## config.mk

```make
export PLATFORM = sky130hd
export DESIGN_NAME = mmio_uart_tx
export DESIGN_NICKNAME = d
export VERILOG_FILES = /design/src/rtl/mmio_uart_tx.sv
export SDC_FILE = /design/constraint.sdc
export NUM_CORES = 1
export LEC_CHECK = 0
export CORE_ASPECT_RATIO = 0.6
export CORE_MARGIN = 1
export CORE_UTILIZATION = 45
export CTS_CLUSTER_DIAMETER = 120
export DETAILED_ROUTE_END_ITERATION = 7
export HOLD_SLACK_MARGIN = 0.05
export PLACE_DENSITY_LB_ADDON = 0.1
export SYNTH_ARGS = -nofsm -noshare
export SYNTH_HDL_FRONTEND = slang
export SYNTH_SLANG_ARGS = --single-unit
```

## constraint.sdc

```tcl
create_clock -name clk -period 3.83 [get_ports clk]
set_clock_uncertainty 0.05 [all_clocks]
set_input_delay 0.383 -clock clk [delete_from_list [all_inputs] [get_ports clk]]
set_output_delay 0.383 -clock clk [all_outputs]
set_load 0.02 [all_outputs]
```

## src/rtl/mmio_uart_tx.sv

```systemverilog
// mmio_uart_tx: memory-mapped 8N1 UART transmitter with a byte FIFO.
// Register window: TXDATA (0x0), STATUS (0x4), CTRL (0x8), reserved (0xC).
// Optional feature macro: UART_TX_IRQ_EN adds CTRL[0] (irq enable) and the irq port.
module mmio_uart_tx #(
    parameter logic [31:0] BASE_ADDR    = 32'h0000_1000,
    parameter int          CLKS_PER_BIT = 16,
    parameter int          FIFO_DEPTH   = 8
) (
    input  logic        clk,
    input  logic        reset,
    input  logic        memWriteM,
    input  logic [31:0] ALUResultM,
    input  logic [31:0] writeDataM,
    output logic        sel,
    output logic [31:0] rdata,
    output logic        tx
`ifdef UART_TX_IRQ_EN
    ,
    output logic        irq
`endif
);

    localparam int PTR_W  = $clog2(FIFO_DEPTH);
    localparam int CNT_W  = PTR_W + 1;
    localparam int BAUD_W = $clog2(CLKS_PER_BIT);

    localparam logic [CNT_W-1:0]  DEPTH_C   = CNT_W'(FIFO_DEPTH);
    localparam logic [BAUD_W-1:0] BAUD_LAST = BAUD_W'(CLKS_PER_BIT - 1);

    typedef enum logic [1:0] {
        IDLE  = 2'd0,
        START = 2'd1,
        DATA  = 2'd2,
        STOP  = 2'd3
    } state_t;

    typedef enum logic [1:0] {
        REG_TXDATA = 2'd0,
        REG_STATUS = 2'd1,
        REG_CTRL   = 2'd2,
        REG_RSVD   = 2'd3
    } reg_t;

    state_t            state;
    reg_t              offset;
    logic [7:0]        fifo_mem [FIFO_DEPTH];
    logic [PTR_W-1:0]  wr_ptr;
    logic [PTR_W-1:0]  rd_ptr;
    logic [CNT_W-1:0]  count;
    logic              overflow;
    logic [7:0]        shift_reg;
    logic [2:0]        bit_cnt;
    logic [BAUD_W-1:0] baud_cnt;
    logic [31:0]       status_word;
    logic [31:0]       ctrl_word;

    logic wr_en;
    logic push_req;
    logic push;
    logic pop;
    logic full;
    logic empty;
    logic baud_done;
    logic [7:0] head;

    // Address bits below word granularity and store data above the byte lane
    // carry no meaning in this window.
    logic unused_bits;
    assign unused_bits = ^{ALUResultM[1:0], writeDataM[31:8]};

    assign sel       = (ALUResultM[31:4] == BASE_ADDR[31:4]);
    assign offset    = reg_t'(ALUResultM[3:2]);
    assign wr_en     = sel & memWriteM;
    assign push_req  = wr_en & (offset == REG_TXDATA);
    assign full      = (count == DEPTH_C);
    assign empty     = (count == '0);
    // A push into a full FIFO is dropped even when the FSM pops on the same edge.
    assign push      = push_req & ~full;
    assign baud_done = (baud_cnt == BAUD_LAST);
    // The FSM takes the head either from IDLE or at the last cycle of a stop bit.
    assign pop       = ~empty & ((state == IDLE) | ((state == STOP) & baud_done));
    assign head      = fifo_mem[rd_ptr];

    // FIFO storage: write-only on accepted pushes.
    // NOTE: the storage array has no reset; pointers and count decide which entries
    // are valid, so clearing them is enough to empty the FIFO.
    always_ff @(posedge clk) begin
        if (push) begin
            fifo_mem[wr_ptr] <= writeDataM[7:0];
        end
    end

    // FIFO pointers, occupancy and the sticky overflow flag.
    // NOTE: sequential state uses non-blocking assignments so every register in
    // the design samples pre-edge values regardless of block ordering.
    always_ff @(posedge clk) begin
        if (reset) begin
            wr_ptr   <= '0;
            rd_ptr   <= '0;
            count    <= '0;
            overflow <= 1'b0;
        end else begin
            if (push) begin
                wr_ptr <= wr_ptr + 1'b1;
            end
            if (pop) begin
                rd_ptr <= rd_ptr + 1'b1;
            end
            if (push && !pop) begin
                count <= count + 1'b1;
            end else if (pop && !push) begin
                count <= count - 1'b1;
            end
            if (push_req && full) begin
                overflow <= 1'b1;
            end else if (wr_en && (offset == REG_STATUS) && writeDataM[3]) begin
                overflow <= 1'b0;
            end
        end
    end

    // Transmit FSM; tx is registered from the current state, so the line lags
    // the state by one cycle while every level still lasts CLKS_PER_BIT cycles.
    always_ff @(posedge clk) begin
        if (reset) begin
            state     <= IDLE;
            tx        <= 1'b1;
            baud_cnt  <= '0;
            bit_cnt   <= '0;
            shift_reg <= '0;
        end else begin
            case (state)
                IDLE: begin
                    tx       <= 1'b1;
                    baud_cnt <= '0;
                    if (!empty) begin
                        shift_reg <= head;
                        bit_cnt   <= '0;
                        state     <= START;
                    end
                end
                START: begin
                    tx <= 1'b0;
                    if (baud_done) begin
                        baud_cnt <= '0;
                        state    <= DATA;
                    end else begin
                        baud_cnt <= baud_cnt + 1'b1;
                    end
                end
                DATA: begin
                    tx <= shift_reg[0];
                    if (baud_done) begin
                        baud_cnt  <= '0;
                        shift_reg <= {1'b0, shift_reg[7:1]};
                        if (bit_cnt == 3'd7) begin
                            state <= STOP;
                        end else begin
                            bit_cnt <= bit_cnt + 1'b1;
                        end
                    end else begin
                        baud_cnt <= baud_cnt + 1'b1;
                    end
                end
                STOP: begin
                    tx <= 1'b1;
                    if (baud_done) begin
                        baud_cnt <= '0;
                        // Chain straight into the next start bit when data is waiting.
                        if (!empty) begin
                            shift_reg <= head;
                            bit_cnt   <= '0;
                            state     <= START;
                        end else begin
                            state <= IDLE;
                        end
                    end else begin
                        baud_cnt <= baud_cnt + 1'b1;
                    end
                end
                default: begin
                    state <= IDLE;
                end
            endcase
        end
    end

`ifdef UART_TX_IRQ_EN
    logic irq_en;

    // CTRL register and the registered "drained and idle" interrupt.
    always_ff @(posedge clk) begin
        if (reset) begin
            irq_en <= 1'b0;
            irq    <= 1'b0;
        end else begin
            if (wr_en && (offset == REG_CTRL)) begin
                irq_en <= writeDataM[0];
            end
            irq <= irq_en & empty & (state == IDLE);
        end
    end

    assign ctrl_word = {31'b0, irq_en};
`else
    assign ctrl_word = '0;
`endif

    // STATUS is assembled from registered state only, so a read in the cycle of
    // a push still shows the pre-push occupancy.
    // NOTE: every output of an always_comb gets a default first, so no path can
    // leave it unassigned and infer a latch.
    always_comb begin
        status_word            = '0;
        status_word[0]         = (state != IDLE);
        status_word[1]         = full;
        status_word[2]         = empty;
        status_word[3]         = overflow;
        status_word[8 +: CNT_W] = count;
    end

    // Zero-wait-state read mux; TXDATA and the reserved slot read as zero.
    always_comb begin
        rdata = '0;
        if (sel) begin
            case (offset)
                REG_STATUS: rdata = status_word;
                REG_CTRL:   rdata = ctrl_word;
                default:    rdata = '0;
            endcase
        end
    end

endmodule

```

==> results.txt, run 1 <==
Post-Syn Area - 0.00446 mm^2
port bufs - 50
Synth top area share - 0.431
row count - 27
clock sinks - 96
Synth Register Bits - 96
# resized after CTS - 0
Final Non-Filler Cells - 548
vias in the first global route - 2686
Netlist cell types - 52
Fillers - 778
CP startpoint kind - register
final setup TNS - 0 ns
Num CTS Buffers - 9
largest net degree at the start of global routing - 30
crit path cell chain - or4_1 > and2_1 > inv_1 > ha_1 > inv_1 > ha_1 > a21o_1 > a21oi_1 > mux2i_1 > mux2_2
Buffers & Inverters on Critical Path - 2
Leak Pwr - 1.89 nW
Die X - 131 um
warnings from Yosys - 0
dominant cell type by area after synthesis - edfxtp_1
unrepaired setup endpoints after global routing - false
CP Max Fanout - 7
Max stage delay on crit path - 0.70 ns
root buf cell - clkbuf_16
Starting DRT DRC Count - 176
initial core utilization - 0.475
Gate Count Post-Synth - 353
hpwl dp - 6360 um
Crit Path Class - reg2reg
CP required - 4.01 ns
Setup Buffers After CTS - 0
Post-route DRC - 0
top-count cell post-synth - edfxtp_1
vias per cell - 5.25
CTS tree - done
antenna-violating nets left - 0
clock-pin slew on the worst setup and hold paths - 0.07 ns
status - finished clean
Final Cycle Share - 0.789
Pwr Density - 596 mW/mm^2
drt pass-1 iters - 4
# diodes - 0
num ports - 101
Post-synth top flop - edfxtp_1
worst min path class - reg2reg
total track usage - 0.185
Synth top cells by count - 64 x edfxtp_1, 32 x dfxtp_1, 30 x mux2i_1
Final GP Congestion - 0.782
max-slew violation count - 0
CP arrival - 3.20 ns
final net count - 493
H-tree depth - 3
max FFs per register - 64
slew margin rel. - 0.276
top cells by area, synth - edfxtp_1 43%, dfxtp_1 14%, mux2i_1 6.7%
Die Y - 79.1 um
Worst Max-Slew Pin Slew - 1.08 ns
GRT overflow - 0
final setup fails - 0
fraction of layout cells with a size suffix above 1 - 0.122
Max Cap Violations - 0
Post-synth EDFFs - 64
routed wire length - 8900 um
sequential share of the synthesized area - 0.574
latest clock arrival within the worst-skew pair - 0.34 ns
Crit path max-delay family - simple AND/OR/NAND/NOR gates
vias - 2875
FFs w/ async S/R, synth - 0
initial antenna violation count - 0
synthesized area per cell - 12.6 um^2
CTS max path bufs - 2
endpoints failing hold - 0
DIE AREA - 0.0103 mm^2
WL/cell - 16.2 um
cts hold-fix bufs - 0
Final min period - 3.02 ns
global-route wire length before repair - 13900 um
fmax - 331 MHz
VDD IR max - 273 uV
Area Overhead vs Synth - 20.8%
endpoint class of the critical path - register
slowest CP cell - or4_1
post-placement cell count - 532
core area - 0.00939 mm^2
==> final cells by class <==
type                            instances  area (um^2)  area share
Sequential cell                        96         2560       0.475
Multi-Input combinational cell        233         1720       0.319
Timing Repair Buffer                   62          591       0.110
Clock buffer                           10          239      0.0443
Tap cell                              130          163      0.0302
Clock inverter                          6         73.8      0.0137
Inverter                               11         41.3     0.00766
==> final timing paths <==
check	to	startpoint	slack (ns)	depth (start not counted)
max	count[3]	count[0]	0.81	10
min	shift_reg[3]	shift_reg[3]	0.40	2
max reg2reg	count[3]	count[0]	0.81	10
min reg2reg	shift_reg[3]	shift_reg[3]	0.40	2
==> worst min-delay path: stages, from the launching register on <==
cell and delay [ns]:
dfxtp_1 0.31, nand2_1 0.05, a21oi_1 0.05
==> metal layers <==
layer | wire length (um) | vias up | GRT usage | part of all wire
met1 | 4350 | 1378 | 0.270 | 0.49
met5 | 0 | - | 0 | 0
met3 | 638 | 4 | 0.0499 | 0.072
met2 | 3860 | 98 | 0.268 | 0.43
li1 | - | 1395 | - | -
met4 | 48 | 0 | 0.0517 | 0.0054
==> per-stage QoR <==
| stage | utilization | setup WS (ns) | cell area (um^2) | hold slack [ns] | total power, W |
|---|---|---|---|---|---|
| final | 0.574 | 0.810 | 5390 | 0.399 | 0.00321 |
| after detailed placement | 0.541 | 0.513 | 5080 | 0.390 | 0.00232 |
| after CTS | 0.574 | 0.801 | 5390 | 0.398 | 0.00324 |
| after global routing | 0.574 | 0.640 | 5390 | 0.414 | 0.00338 |
| after global placement | 0.541 | 0.510 | 5080 | 0.383 | 0.00229 |
| after floorplan | - | 0.992 | 4550 | 0.367 | 0.00208 |
==> layout by cell type (no fill, tap or decap), types with 2 or more instances in the layout <==
cell,instances
a211oi_1,2
a21o_1,2
a21oi_1,15
and2_1,8
and3_1,3
buf_4,12
clkbuf_16,9
clkdlybuf4s50_1,50
clkinvlp_4,2
conb_1,24
dfxtp_1,32
edfxtp_1,64
ha_1,12
inv_1,11
inv_6,2
mux2_2,4
mux2i_1,30
mux4_2,3
nand2_1,15
nand2b_1,12
nand3_1,7
nand4_1,3
nor2_1,20
nor2b_1,4
nor3_1,9
nor4_1,7
nor4_2,2
nor4b_2,3
o22ai_1,13
o311ai_0,6
or2_2,3
or4_1,2
xnor2_1,3
xor2_1,3
==> kinds of logic after synthesis <==
group,after synthesis,synth area share
buffers and inverters,47,0.0623
adders and majority gates,13,0.0381
other,1,0.000840
muxes,37,0.0925
DFF,96,0.574
AOI/OAI and AO/OA,46,0.0752
xor gates and xnor gates,6,0.0118
and+or+nand+nor,107,0.145
==> power breakdown <==
group	internal [W]	total [W]	switching, W
Sequential	0.00120	0.00130	0.000105
Clock	0.000533	0.000914	0.000381
Combinational	0.000456	0.000995	0.000539
Power figures use the tool's default switching activity.
==> inputs of run 2 (changes only) <==
Clock period 3.83 ns to 2.9 ns, I/O delays scaled along.
==> run 2 against run 1 <==
  * Die area stayed put
  * Combinational power is 45% higher
  * Via count is 2.0% higher
  * Largest power group unchanged
==> results.txt, run 2 (synthesis gave the netlist of run 1 again) <==
Final Non-Filler Cells - 563
most used cell along the critical path - clkdlybuf4s50_1
endpoint class of the critical path - output port
total track usage - 0.185
latest clock arrival within the worst-skew pair - 0.34 ns
DIE AREA - 0.0103 mm^2
# diodes - 0
CP required - 2.56 ns
antenna-violating nets left - 0
final design utilization - 0.587
post-placement cell count - 547
slowest CP cell - clkdlybuf4s50_1
Worst Max-Slew Pin Slew - 0.922 ns
final net count - 508
final instance area - 0.00552 mm^2
largest net degree at the start of global routing - 30
initial antenna violation count - 0
Leak Pwr - 1.98 nW
Pwr Density - 774 mW/mm^2
worst min path class - reg2reg
core area - 0.00939 mm^2
# resized after CTS - 0
Starting DRT DRC Count - 240
vias in the first global route - 2662
vias - 2933
Max stage delay on crit path - 0.61 ns
num ports - 101
Area Overhead vs Synth - 23.6%
initial core utilization - 0.475
Post-DP Area - 0.00519 mm^2
Fillers - 788
GRT overflow - 0
Final Cycle Share - 0.963
Die Y - 79.1 um
max-slew violation count - 0
max FFs per register - 64
Max Cap Violations - 0
fraction of layout cells with a size suffix above 1 - 0.162
CP startpoint kind - input port
unrepaired setup endpoints after global routing - false
crit path cell chain - clkdlybuf4s50_1 > nor4_2 > nand4_2 > buf_4 > and4bb_2 > and2_1 > clkdlybuf4s50_1
CTS tree - done
row count - 27
Setup Buffers After CTS - 0
register area - 0.00257 mm^2
clock sinks - 96
global-route wire length before repair - 13700 um
Final min period - 2.79 ns
Final GP Congestion - 0.787
clock-pin slew on the worst setup and hold paths - 0.06 ns
final setup fails - 0
Post-route DRC - 0
Num CTS Buffers - 9
vias per cell - 5.21
root buf cell - clkbuf_16
CP Max Fanout - 8
Crit Path Class - in2out
VDD IR max - 436 uV
Buffers & Inverters on Critical Path - 3
port bufs - 50
slew margin rel. - 0.384
endpoints failing hold - 0
drt pass-1 iters - 4
hpwl dp - 6470 um
worst r2r src - baud_cnt[0]
fmax - 358 MHz
Die X - 131 um
multi-input logic area - 0.00175 mm^2
commonest non-fill, non-tap cell in the layout - edfxtp_1
cts hold-fix bufs - 0
Worst Hold Launch - shift_reg[1]
status - finished clean
WL/cell - 15.9 um
CP arrival - 2.45 ns
Worst Setup SP - ALUResultM[9]
Crit path max-delay family - buffers and inverters
H-tree depth - 3
most frequent cells in the layout - 64 x edfxtp_1, 49 x clkdlybuf4s50_1, 30 x mux2i_1, 30 x dfxtp_1, 27 x buf_4
routed wire length - 8960 um
CTS max path bufs - 2
-- run 2: routing by layer --
metal | routed length (um) | global-route usage | vias up
li1 | - | - | 1426
met1 | 4590 | 0.278 | 1405
met2 | 3750 | 0.254 | 90
met3 | 510 | 0.0519 | 12
met4 | 108 | 0.0586 | 0
met5 | 0 | 0 | -
-- run 2: per-stage QoR --
step	setup slack [ns]	hold slack, ns	TNS (ns)	total power [W]
global route	0.00373	0.411	0	0.00450
finish	0.108	0.404	0	0.00427
global placement	-0.198	0.385	-0.198	0.00311
detailed placement	-0.229	0.395	-0.229	0.00313
CTS	0.0658	0.405	0	0.00426
floorplan	0.0620	0.339	0	0.00274
-- run 2: where the power goes --
| part | switching, W | leakage, nW | total (W) | internal (W) |
|---|---|---|---|---|
| clock network | 0.000483 | 0.143 | 0.00114 | 0.000655 |
| logic | 0.000763 | 1.00 | 0.00144 | 0.000677 |
| registers | 0.000104 | 0.837 | 0.00169 | 0.00159 |
| total | 0.00135 | 1.98 | 0.00427 | 0.00292 |
-- run 2: worst paths after layout --
| kind | depth (start not counted) | slack (ns) | to |
|---|---|---|---|
| setup / recovery | 7 | 0.11 | rdata[9] |
| hold / removal | 2 | 0.40 | shift_reg[1] |
| setup reg to reg | 11 | 0.18 | count[3] |
| hold reg to reg | 2 | 0.40 | shift_reg[1] |
-- run 2: worst register-to-register path: stages, from the launching register on --
cell,delay (ns)
dfxtp_1,0.37
ha_1,0.25
a41o_1,0.23
and2_1,0.23
inv_1,0.07
ha_1,0.19
inv_1,0.10
ha_1,0.24
a21o_1,0.20
a21oi_2,0.15
mux2i_1,0.20
mux2_2,0.34
-- run 2: layout make-up --
class | instances | area share
Multi-Input combinational cell | 233 | 0.316
Inverter | 11 | 0.00749
Clock buffer | 13 | 0.0490
Sequential cell | 96 | 0.466
Timing Repair Buffer | 77 | 0.128
Clock inverter | 3 | 0.00408
Tap cell | 130 | 0.0295
==> inputs of run 3 (changes only) <==
--- a/config.mk
+++ b/config.mk
@@ -13,3 +13,3 @@
 export HOLD_SLACK_MARGIN = 0.05
-export PLACE_DENSITY_LB_ADDON = 0.1
+export PLACE_DENSITY = 0.74
 export SYNTH_ARGS = -nofsm -noshare
--- a/constraint.sdc
+++ b/constraint.sdc
@@ -4,2 +4,2 @@
 set_output_delay 0.29 -clock clk [all_outputs]
-set_load 0.02 [all_outputs]
+set_load 0.01 [all_outputs]
==> run 3 against run 2 <==
  * Combinational power fell by 3%
  * Maximum frequency up 1.3%
  * Worst hold slack worse by 0.0050 ns
  * Critical path type unchanged
  * Largest cell class unchanged
  * Highest routed layer unchanged
==> results.txt, run 3 (synthesis gave the netlist of run 1 again) <==
final net count - 504
post-placement setup slack - -0.257 ns
Post-DP Area - 0.00517 mm^2
Crit Path Class - in2out
vias per cell - 5.14
global-route wire length before repair - 14600 um
Die Y - 79.1 um
num ports - 101
vias - 2873
Final Cycle Share - 0.951
hpwl dp - 6290 um
routed wire length - 8880 um
VDD IR max - 396 uV
most frequent cells in the layout - 64 x edfxtp_1, 50 x clkdlybuf4s50_1, 30 x mux2i_1, 30 x dfxtp_1, 24 x conb_1
slowest CP cell - clkdlybuf4s50_1
clock sinks - 96
fmax - 363 MHz
max FFs per register - 64
Die X - 131 um
Final min period - 2.76 ns
Starting DRT DRC Count - 278
slew margin rel. - 0.341
worst setup margin - 0.143 ns
Final GP Congestion - 0.804
unrepaired setup endpoints after global routing - false
total track usage - 0.192
largest net degree at the start of global routing - 28
root buf cell - clkbuf_16
initial core utilization - 0.475
DIE AREA - 0.0103 mm^2
antenna-violating nets left - 0
fraction of layout cells with a size suffix above 1 - 0.161
# diodes - 0
H-tree depth - 3
final design utilization - 0.591
final setup fails - 0
commonest non-fill, non-tap cell in the layout - edfxtp_1
Area Overhead vs Synth - 24.4%
final instance area - 0.00555 mm^2
crit path cell chain - clkdlybuf4s50_1 > nor4b_4 > nand4_2 > buf_4 > and4bb_2 > and2_1 > clkdlybuf4s50_1
CTS max path bufs - 2
Worst Max-Slew Pin Slew - 0.986 ns
Max stage delay on crit path - 0.53 ns
latest clock arrival within the worst-skew pair - 0.34 ns
status - finished clean
worst min path class - reg2reg
Buffers & Inverters on Critical Path - 3
WL/cell - 15.9 um
Post-route DRC - 0
CP arrival - 2.42 ns
Setup Buffers After CTS - 0
drt pass-1 iters - 5
GRT overflow - 0
most used cell along the critical path - clkdlybuf4s50_1
cts hold-fix bufs - 0
CP Max Fanout - 8
Num CTS Buffers - 9
vias in the first global route - 2924
Leak Pwr - 1.97 nW
endpoint class of the critical path - output port
max-slew violation count - 0
CP startpoint kind - input port
CTS tree - done
overall power - 0.00440 W
CP required - 2.56 ns
clock-pin slew on the worst setup and hold paths - 0.06 ns
initial antenna violation count - 0
Final Non-Filler Cells - 559
endpoints failing hold - 0
core area - 0.00939 mm^2
post-placement cell count - 543
port bufs - 50
Pwr Density - 792 mW/mm^2
row count - 27
Max Cap Violations - 0
Crit path max-delay family - buffers and inverters
-- run 3: cell type report --
cell class / count / area, um^2
Fill cell: 780 / 3840
Timing Repair Buffer: 73 / 686
Sequential cell: 96 / 2570
Clock inverter: 6 / 90.1
Multi-Input combinational cell: 233 / 1760
Inverter: 11 / 41.3
Clock buffer: 10 / 239
Tap cell: 130 / 163
-- run 3: repair_timing --
action | in CTS | in global routing
setup endpoints to repair | 0 | 1
hold endpoints to repair | 0 | 0
resized for setup | 0 | 9
-- run 3: path summary, 6_finish.rpt --
check,start,endpoint,slack (ns),depth (start not counted)
setup reg to reg,count[0],count[3],0.17,10
hold / removal,baud_cnt[0],baud_cnt[0],0.40,1
hold reg to reg,baud_cnt[0],baud_cnt[0],0.40,1
setup / recovery,ALUResultM[13],rdata[2],0.14,7
-- run 3: stage by stage --
stage / hold slack (ns) / setup TNS, ns
final: 0.399 / 0
after global routing: 0.422 / 0
after detailed placement: 0.391 / -0.266
after floorplan: 0.339 / 0
after CTS: 0.404 / 0
after global placement: 0.377 / -0.196
-- run 3: routing by layer --
metal / GRT usage / wire, um / part of all wire
met3: 0.0627 / 671 / 0.076
met2: 0.274 / 3890 / 0.44
met5: 0 / 0 / 0
met1: 0.283 / 4290 / 0.48
met4: 0.0356 / 23 / 0.0026
-- run 3: worst reg2reg max path: stages, from the launching register on --
cell	delay, ns
dfxtp_1	0.37
or4_1	0.55
and2_1	0.21
inv_1	0.07
ha_1	0.15
inv_1	0.07
ha_1	0.27
a21o_1	0.19
a21oi_2	0.15
mux2i_1	0.21
mux2_2	0.35
-- run 3: where the power goes --
part	switching [W]	internal, W	total [W]
sequential	0.000124	0.00159	0.00171
combinational	0.000732	0.000673	0.00140
clock	0.000496	0.000783	0.00128
